<file path="src/rtl/interrupt_sequencer_pkg.sv">
// rtl/interrupt_sequencer_pkg.sv - shared constants for the interrupt sequencer
package interrupt_sequencer_pkg;

    localparam int VEC_W_DEFAULT = 5;
    localparam int IDX_W         = 3;
    localparam int VEC_DATA_W    = 8;

    localparam logic [1:0] ST_IDLE = 2'd0;
    localparam logic [1:0] ST_PEND = 2'd1;
    localparam logic [1:0] ST_ACK1 = 2'd2;

    localparam logic [IDX_W-1:0] SPURIOUS_IDX = 3'd7;

    function automatic logic [7:0] lowest_onehot(input logic [7:0] v);
        return v & (~v + 8'd1);
    endfunction

endpackage

</file>
<file path="src/rtl/pic_winner_select.sv">
// rtl/pic_winner_select.sv - eligibility mask and lowest-index winner pick
module pic_winner_select
    import interrupt_sequencer_pkg::*;
(
    input  logic [7:0]       irr,
    input  logic [7:0]       imr,
    input  logic [7:0]       isr,
    output logic             any_eligible,
    output logic [IDX_W-1:0] winner
);

    logic [7:0] prio_mask;
    logic [7:0] eligible;
    logic       blocked;
    logic       found;

    always_comb begin
        prio_mask = 8'd0;
        blocked   = 1'b0;
        // A request is blocked by any in-service bit at its own or a higher priority.
        for (int i = 0; i < 8; i++) begin
            blocked      = blocked | isr[i];
            prio_mask[i] = ~blocked;
        end
        eligible     = irr & ~imr & prio_mask;
        any_eligible = |eligible;
        winner       = '0;
        found        = 1'b0;
        for (int i = 0; i < 8; i++) begin
            if (eligible[i] && !found) begin
                winner = IDX_W'(i);
                found  = 1'b1;
            end
        end
    end

endmodule

</file>
<file path="src/rtl/interrupt_sequencer.sv">
// rtl/interrupt_sequencer.sv - 8-line priority interrupt controller with two-pulse INTA sequence
module interrupt_sequencer
    import interrupt_sequencer_pkg::*;
#(
    parameter int VEC_W = VEC_W_DEFAULT
) (
    input  logic                  clk,
    input  logic                  rst_n,
    input  logic [7:0]            ir,
    input  logic                  ltim,
    input  logic                  imr_wr,
    input  logic [7:0]            imr_data,
    input  logic                  aeoi,
    input  logic                  eoi_cmd,
    input  logic                  eoi_specific,
    input  logic [2:0]            eoi_level,
    input  logic [VEC_W-1:0]      vector_base,
    input  logic                  inta_n,
    output logic                  int_o,
    output logic                  vec_valid,
    output logic [VEC_DATA_W-1:0] vec_data,
    output logic [7:0]            irr,
    output logic [7:0]            isr,
    output logic [7:0]            imr
);

    logic [1:0]       state;
    logic [7:0]       ir_prev;
    logic             inta_prev;
    logic [IDX_W-1:0] win_q;
    logic             spurious_q;

    logic             any_eligible;
    logic [IDX_W-1:0] winner;
    logic             inta_fall;
    logic             first_ack;
    logic             take;
    logic             second_ack;
    logic [7:0]       win_onehot;
    logic [7:0]       isr_set;
    logic [7:0]       irr_clr;
    logic [7:0]       eoi_clr;
    logic [7:0]       aeoi_clr;
    logic [7:0]       isr_next;
    logic [7:0]       irr_next;

    pic_winner_select u_winner (
        .irr          (irr),
        .imr          (imr),
        .isr          (isr),
        .any_eligible (any_eligible),
        .winner       (winner)
    );

    always_comb begin
        inta_fall  = inta_prev & ~inta_n;
        first_ack  = (state == ST_PEND) && inta_fall;
        take       = first_ack && any_eligible;
        second_ack = (state == ST_ACK1) && inta_fall;
        win_onehot = 8'd1 << winner;
        isr_set    = take ? win_onehot : 8'd0;
        irr_clr    = (take && !ltim) ? win_onehot : 8'd0;
        eoi_clr    = 8'd0;
        if (eoi_cmd) begin
            eoi_clr = eoi_specific ? (8'd1 << eoi_level) : lowest_onehot(isr);
        end
        aeoi_clr   = (second_ack && aeoi && !spurious_q) ? (8'd1 << win_q) : 8'd0;
        // Sets are OR-ed in last so they win over same-cycle clears.
        isr_next   = (isr & ~(eoi_clr | aeoi_clr)) | isr_set;
        irr_next   = ltim ? ir : ((irr & ~irr_clr) | (ir & ~ir_prev));
    end

    always_ff @(posedge clk or negedge rst_n) begin
        if (!rst_n) begin
            state      <= ST_IDLE;
            ir_prev    <= 8'd0;
            inta_prev  <= 1'b1;
            win_q      <= '0;
            spurious_q <= 1'b0;
            irr        <= 8'd0;
            isr        <= 8'd0;
            imr        <= 8'hFF;
            int_o      <= 1'b0;
            vec_valid  <= 1'b0;
            vec_data   <= '0;
        end else begin
            ir_prev   <= ir;
            inta_prev <= inta_n;
            irr       <= irr_next;
            isr       <= isr_next;
            if (imr_wr) begin
                imr <= imr_data;
            end
            int_o     <= any_eligible &&
                         ((state == ST_IDLE) || ((state == ST_PEND) && !inta_fall));
            vec_valid <= second_ack;
            if (second_ack) begin
                vec_data <= VEC_DATA_W'({vector_base, win_q});
            end
            case (state)
                ST_IDLE: begin
                    if (any_eligible) begin
                        state <= ST_PEND;
                    end
                end
                ST_PEND: begin
                    if (inta_fall) begin
                        state      <= ST_ACK1;
                        win_q      <= take ? winner : SPURIOUS_IDX;
                        spurious_q <= !any_eligible;
                    end else if (!any_eligible) begin
                        state <= ST_IDLE;
                    end
                end
                ST_ACK1: begin
                    if (inta_fall) begin
                        state <= ST_IDLE;
                    end
                end
                default: state <= ST_IDLE;
            endcase
        end
    end

endmodule

</file>
<file path="config.mk">
export PLATFORM = sky130hd
export DESIGN_NAME = interrupt_sequencer
export DESIGN_NICKNAME = d
export VERILOG_FILES = /design/src/rtl/interrupt_sequencer_pkg.sv /design/src/rtl/pic_winner_select.sv /design/src/rtl/interrupt_sequencer.sv
export SDC_FILE = /design/constraint.sdc
export NUM_CORES = 1
export LEC_CHECK = 0
export CAP_MARGIN = 10
export CORE_MARGIN = 10
export CORE_UTILIZATION = 42
export CTS_CLUSTER_DIAMETER = 60
export CTS_CLUSTER_SIZE = 16
export DETAILED_ROUTE_END_ITERATION = 8
export MAX_ROUTING_LAYER = met4
export PLACE_DENSITY = 0.75
export SYNTH_ARGS = -nofsm -noshare
export SYNTH_HDL_FRONTEND = slang
export SYNTH_SLANG_ARGS = --single-unit
</file>
<file path="constraint.sdc">
create_clock -name clk -period 1.8 [get_ports clk]
set_input_delay 0.36 -clock clk [delete_from_list [all_inputs] [get_ports clk]]
set_output_delay 0.36 -clock clk [all_outputs]
set_load 0.02 [all_outputs]
</file>
==> After elaboration in Yosys (flattened, before gate mapping) <==
Cells that the tools add are included.
{ "totals": {"reg_bits": 49, "input_bits": 32, "out_inout_bits": 34, "elab_cells": 108} }
{ "classes": {"n_addsub": 1, "n_eq_ne": 5, "shifts": 3, "mux": 26, "bitwise_logic": 31, "reduce_logical": 31} }
{ "op_table": {"columns": ["operator", "n"], "rows": [
  ["$and 8x8->8", 6],
  ["$mux 8", 6],
  ["$not 8->8", 5],
  ["$or 8x8->8", 3],
  ["$shl 1x3->8 const A", 3],
  ["$mux 3", 7],
  ["$logic_and 1x1->1", 15],
  ["$logic_not 1->1", 11],
  ["$not 1->1", 9],
  ["$add 8x1->8 const B", 1],
  ["$mux 1", 8],
  ["$mux 2", 4],
  ["$reduce_or 8->1", 1],
  ["$or 1x1->1", 7],
  ["$pmux 2 s3", 1],
  ["$ne 2x2->1 const B", 2],
  ["$ne 3x3->1 const B", 1],
  ["$reduce_and 3->1", 1],
  ["$eq 2x1->1 const B", 1],
  ["$eq 2x2->1 const B", 1],
  ["$logic_not 2->1", 1],
  ["$reduce_and 2->1", 1],
  ["$and 1x1->1", 1],
  ["$logic_or 1x1->1", 1]
]} }

==> Longest topological paths before layout <==
{ "logic_depth": {"word_depth": 37, "ltp_mapped": 6, "depth_no_buf": 5} }

==> Cells and area by module <==
From an unflattened synthesis, not the netlist that was laid out.
{ "hier_totals": {"cells_unflattened": 208, "area_unflattened_um2": 2264.7} }
{ "modules_own_cells": {"columns": ["module", "n_inst", "cells_each", "area_per_inst_um2", "seq_area_each_um2"], "rows": [
  ["interrupt_sequencer", 1, 179, 2068.2, 1237.4],
  ["pic_winner_select", 1, 29, 196.4, 0.0]
]} }

==> Worst setup path after synthesis <==
Ideal clock, no wire load.
{ "synth_timing": {"path_type": "register -> register", "from": "register isr[2]", "to": "register isr[7]", "setup_ns": 0.124, "arrival_time_ns": 1.550, "required_time_ns": 1.676, "path_slack_ns": 0.126, "path_stages_with_launch": 5, "n_path_buf": 0, "period_less_slack_ns": 1.674, "cell_sequence": "dfrtp_1 or4_1 o32ai_1 a21oi_1 or2_1"} }
{ "synth_via": {"elab_chain_len": 23, "word_cells_on_any_way": 48, "classes_between": "1 x add/sub; 1 x shift; 14 x mux; 19 x bitwise; 13 x reduce/logical"} }
{ "synth_rtl": {"columns": ["element", "line_no", "text"], "rows": [
  ["start: declaration", "interrupt_sequencer.sv:23", "output logic [7:0] isr,"],
  ["start signal: assignment", "interrupt_sequencer.sv:90", "isr <= isr_next;"],
  ["$or 1x1->1", "pic_winner_select.sv:22", "blocked = blocked | isr[i];"],
  ["$not 1->1", "pic_winner_select.sv:23", "prio_mask[i] = ~blocked;"],
  ["$and 8x8->8", "pic_winner_select.sv:25", "eligible = irr & ~imr & prio_mask;"],
  ["$logic_and 1x1->1", "pic_winner_select.sv:30", "if (eligible[i] && !found) begin"],
  ["$mux 1", "pic_winner_select.sv:30", null],
  ["$logic_not 1->1", "pic_winner_select.sv:30", null],
  ["$logic_and 1x1->1", "pic_winner_select.sv:30", null],
  ["$mux 1", "pic_winner_select.sv:30", null],
  ["[8 not listed]", null, null],
  ["$mux 1", "pic_winner_select.sv:30", null],
  ["$logic_not 1->1", "pic_winner_select.sv:30", null],
  ["$logic_and 1x1->1", "pic_winner_select.sv:30", null],
  ["$mux 3", "pic_winner_select.sv:30", null],
  ["$shl 1x3->8", "interrupt_sequencer.sv:60", "win_onehot = 8'd1 << winner;"],
  ["$mux 8", "interrupt_sequencer.sv:61", "isr_set = take ? win_onehot : 8'd0;"],
  ["$or 8x8->8 *", "interrupt_sequencer.sv:69", "isr_next = (isr & ~(eoi_clr | aeoi_clr)) | isr_set;"],
  ["net isr_next[7]", "interrupt_sequencer.sv:44", "logic [7:0] isr_next;"]
]} }
Mark *: on every way through the listed nets, which the timed path passes. The rest lies on a longest branch.
A chain may end at the register's enable or synchronous reset.

==> Final worst setup path <==
{ "layout_timing": {"from": "register isr[2]", "to": "register state[0]"} }
{ "layout_via": {"elab_chain_len": 11, "word_cells_on_any_way": 17, "classes_between": "2 x eq/ne; 13 x bitwise; 2 x reduce/logical"} }
{ "layout_rtl": {"columns": ["element", "line_no", "text"], "rows": [
  ["$or 1x1->1 *", "pic_winner_select.sv:22", null],
  ["$or 1x1->1 (5 in a row)", "pic_winner_select.sv:22", null],
  ["$not 1->1", "pic_winner_select.sv:23", null],
  ["$and 8x8->8 *", "pic_winner_select.sv:25", null],
  ["$reduce_or 8->1 *", "pic_winner_select.sv:26", "any_eligible = |eligible;"],
  ["$ne 3x3->1 (no source line) / $ne 2x2->1 (equally long branches)", null, null],
  ["$reduce_and 3->1 (no source line) *", null, null],
  ["end signal: assignment", "interrupt_sequencer.sv:75", "state <= ST_IDLE;"],
  ["end signal: assignment", "interrupt_sequencer.sv:103", "state <= ST_PEND;"],
  ["end signal: assignment", "interrupt_sequencer.sv:108", "state <= ST_ACK1;"],
  ["end: declaration", "interrupt_sequencer.sv:27", "logic [1:0] state;"]
]} }
Mark *: on every way between the ends. The rest lies on a longest branch, timed or not.

==> out/results.tsv <==
stage	metric	value	unit
synth	sequential area share after synthesis	55.7	%
timing	RSZ-0062 raised after global routing	true	
clock_tree	CTS Sinks	49	
layout	Reg area	0.00124	mm2
routing	Starting DRT DRC Count	93	
worst_setup_path	CP Class	reg2reg	
timing	Final Hold Fails	0	
layout	Filler Cells Inserted	436	
timing	worst slew pin tran	323	ps
routing	first-pass iteration count of the detailed router	4	
synth	cell count after synthesis	206	
grt	Total Routing Usage GR	15.9	%
worst_setup_path	Setup crit end kind	flip-flop	
routing	DR DRC count	0	
synth	Mapped Nets	238	
clock_tree	H-tree Lvls	2	
timing	Max Clock Skew	9.48	ps
grt	vias in the first global route	2163	
worst_setup_path	CP Launch Type	flip-flop	
layout	Nets	337	
status	status	complete, no violations	
floorplan	io pins	66	
synth	most frequent cell after synthesis	dfrtp_1	
power	Power Dens Cells	1150	mW/mm2
synth	dominant synthesized flop cell	dfrtp_1	
synth	Post-synth EDFFs	0	
layout	Layout area overhead	49.4	%
synth	asr flop ratio synth	100	%
timing	final setup fails	0	
grt	pin count of the biggest net entering global routing	50	
worst_setup_path	worst-path fanout max	4	
clock_tree	root buffer cell	clkbuf_8	
floorplan	FP Rows	26	
routing	routed vias/inst	5.23	
floorplan	Die H	92.7	um
synth	Synth top area share	45.0	%
layout	Non-Filler Instances	376	
synth	#FFs+latches synth	49	
worst_setup_path	reg2reg setup slack	40	ps
power	Max IR drop VDD	0.517	mV
placed_design	post-detail-place hpwl	5040	um
placed_design	gpl congestion	0.833	
floorplan	core area	0.00511	mm2
power	Leak Pwr	1.48	nW
synth	Synth top cells by count	dfrtp_1, nand2_1, o21ai_0	
timing	post-layout min period	1760	ps
synth	Synth area leaders	dfrtp_1, dfstp_2, mux2_2	
synth	synthesized area per cell	10.8	um2
clock_tree	Inserted Clock Buffers	5	
routing	final WL	6360	um
routing	vias	1966	
layout	Ant. Diodes	0	
clock_tree	cts hold-fix bufs	0	
routing	post-route ant nets	0	
worst_setup_path	WP data required	2000	ps
routing	routed len/inst	16.9	um
timing	fin crit share	97.8	%
grt	initial antenna violation count	0	
layout	layout cells sized above 1	26.8	%
clock_tree	maximum root-to-sink buffer count	2	
grt	first-pass GRT wire length	10700	um
timing	Final Max Tran Viols	0	
timing	FMAX	568	MHz
synth	Netlist cell types	43	
placed_design	placed cells	368	
clock_tree	worst skew pair latency	300	ps
grt	GR Overflow Total	0	
clock_tree	TritonCTS clock tree	built	
clock_tree	clock slew at reported path FFs	100	ps
worst_setup_path	Critical Path AT	1960	ps
synth	yosys warns	0	
power	Final Total Pwr	3.83	mW
synth	post-synth top area cell	dfrtp_1	
synth	Synth Cell Area	0.00222	mm2
timing	Worst slew margin	78.2	%
floorplan	Starting Density	43.5	%
floorplan	Die Width	92.7	um
placed_design	number of buffers added on ports	65	
layout	multi-input logic area	991	um2
floorplan	die area	0.00860	mm2
hold_path	HP Class	in2async	
job	MaxCap Viol Count	0	
[worst max-delay path, cell delays in order (launching register included)]
cell	delay [ps]
dfrtp_1	420
or4_1	630
nor2_1	180
o21ai_1	140
a221oi_1	290
[power by group]
part           leakage, nW  internal (mW)  switching, mW
sequential           0.590           1.35          0.205
clock               0.0445          0.276          0.378
combinational        0.845          0.816          0.806
total                 1.48           2.44           1.39
[per-layer routing]
layer	track usage, %	vias to the layer above	share of wire [%]	routed length, um
met4	5.14	0	1.1	70
met2	25.9	71	50	3160
met5	-	-	0	0
met3	3.79	9	6.0	383
met1	18.8	944	43	2750
li1	-	942	-	-
[sequential cells by signal, indices dropped and copies added (netlist names)]
name	flops
isr	8
inta_prev	1
irr	8
imr	8
spurious_q	1
ir_prev	8
int_o	1
state	2
vec_data	8
vec_valid	1
win_q	3
[layout by cell type, fill, tap and decap left out, types with 2 or more instances in the layout]
cell	instances
o31ai_1	2
nand3_1	3
or2_1	5
buf_4	30
nor2_1	8
o211ai_1	2
nor3_1	2
or3_1	2
o32ai_1	2
nor2b_1	5
nor3b_1	2
nor3_2	3
clkdlybuf4s50_1	51
o22ai_1	2
mux2_2	16
dfrtp_1	39
o21ai_0	18
clkbuf_8	5
a221oi_1	2
nand2_1	19
o21ai_1	10
inv_1	7
dlygate4sd2_1	12
a21oi_1	7
nand2b_1	8
dfstp_2	9
[final timing paths]
kind	from	to	cells past startpoint
hold / removal	rst_n	vec_data[4]	2
setup / recovery	isr[2]	state[0]	4
max in group asynchronous	rst_n	imr[5]	2
hold reg to reg	vec_data[7]	vec_data[7]	1
min in group clk	vec_data[7]	vec_data[7]	1
setup reg to reg	isr[2]	state[0]	4
[stage by stage]
| stage | setup TNS, ps | area (um2) | hold slack [ps] | utilization, % | worst slack, ps |
|---|---|---|---|---|---|
| final | 0 | 3320 | 14.0 | 65.0 | 39.0 |
| after global routing | -141 | 3320 | 27.7 | 65.0 | -29.8 |
| after CTS | 0 | 3260 | 25.0 | 63.9 | 21.3 |
| after detailed placement | -2990 | 3180 | 363 | 62.3 | -291 |
| after global placement | -2320 | 3180 | 362 | 62.3 | -290 |
| after floorplan | 0 | 2220 | 64.4 | - | 126 |
[cell type report]
| type | count | area share [%] |
|---|---|---|
| flip-flops and latches | 49 | 37.3 |
| multi-input cells | 144 | 29.9 |
| repair buffers | 96 | 26.5 |
| well taps | 70 | 2.64 |
| clock buffers | 5 | 2.07 |
| inverters | 9 | 1.02 |
| clock inverters | 3 | 0.641 |
[what timing repair did]
action                                  in CTS  in global routing
endpoints found under the setup margin      14                 15
pin swaps                                    0                  0
buffers inserted                             0                  0
resized for setup                           14                 13
[cells by family (layout without fill, tap and decap cells)]
group	count (synthesis)	in the layout	share of synthesized area [%]
compound gates	54	54	14.6
buf+inv	13	113	2.36
flops	49	49	55.7
mux	16	16	8.11
simple gates	74	74	19.2
Note: power is estimated with default switching activity, not from simulation.
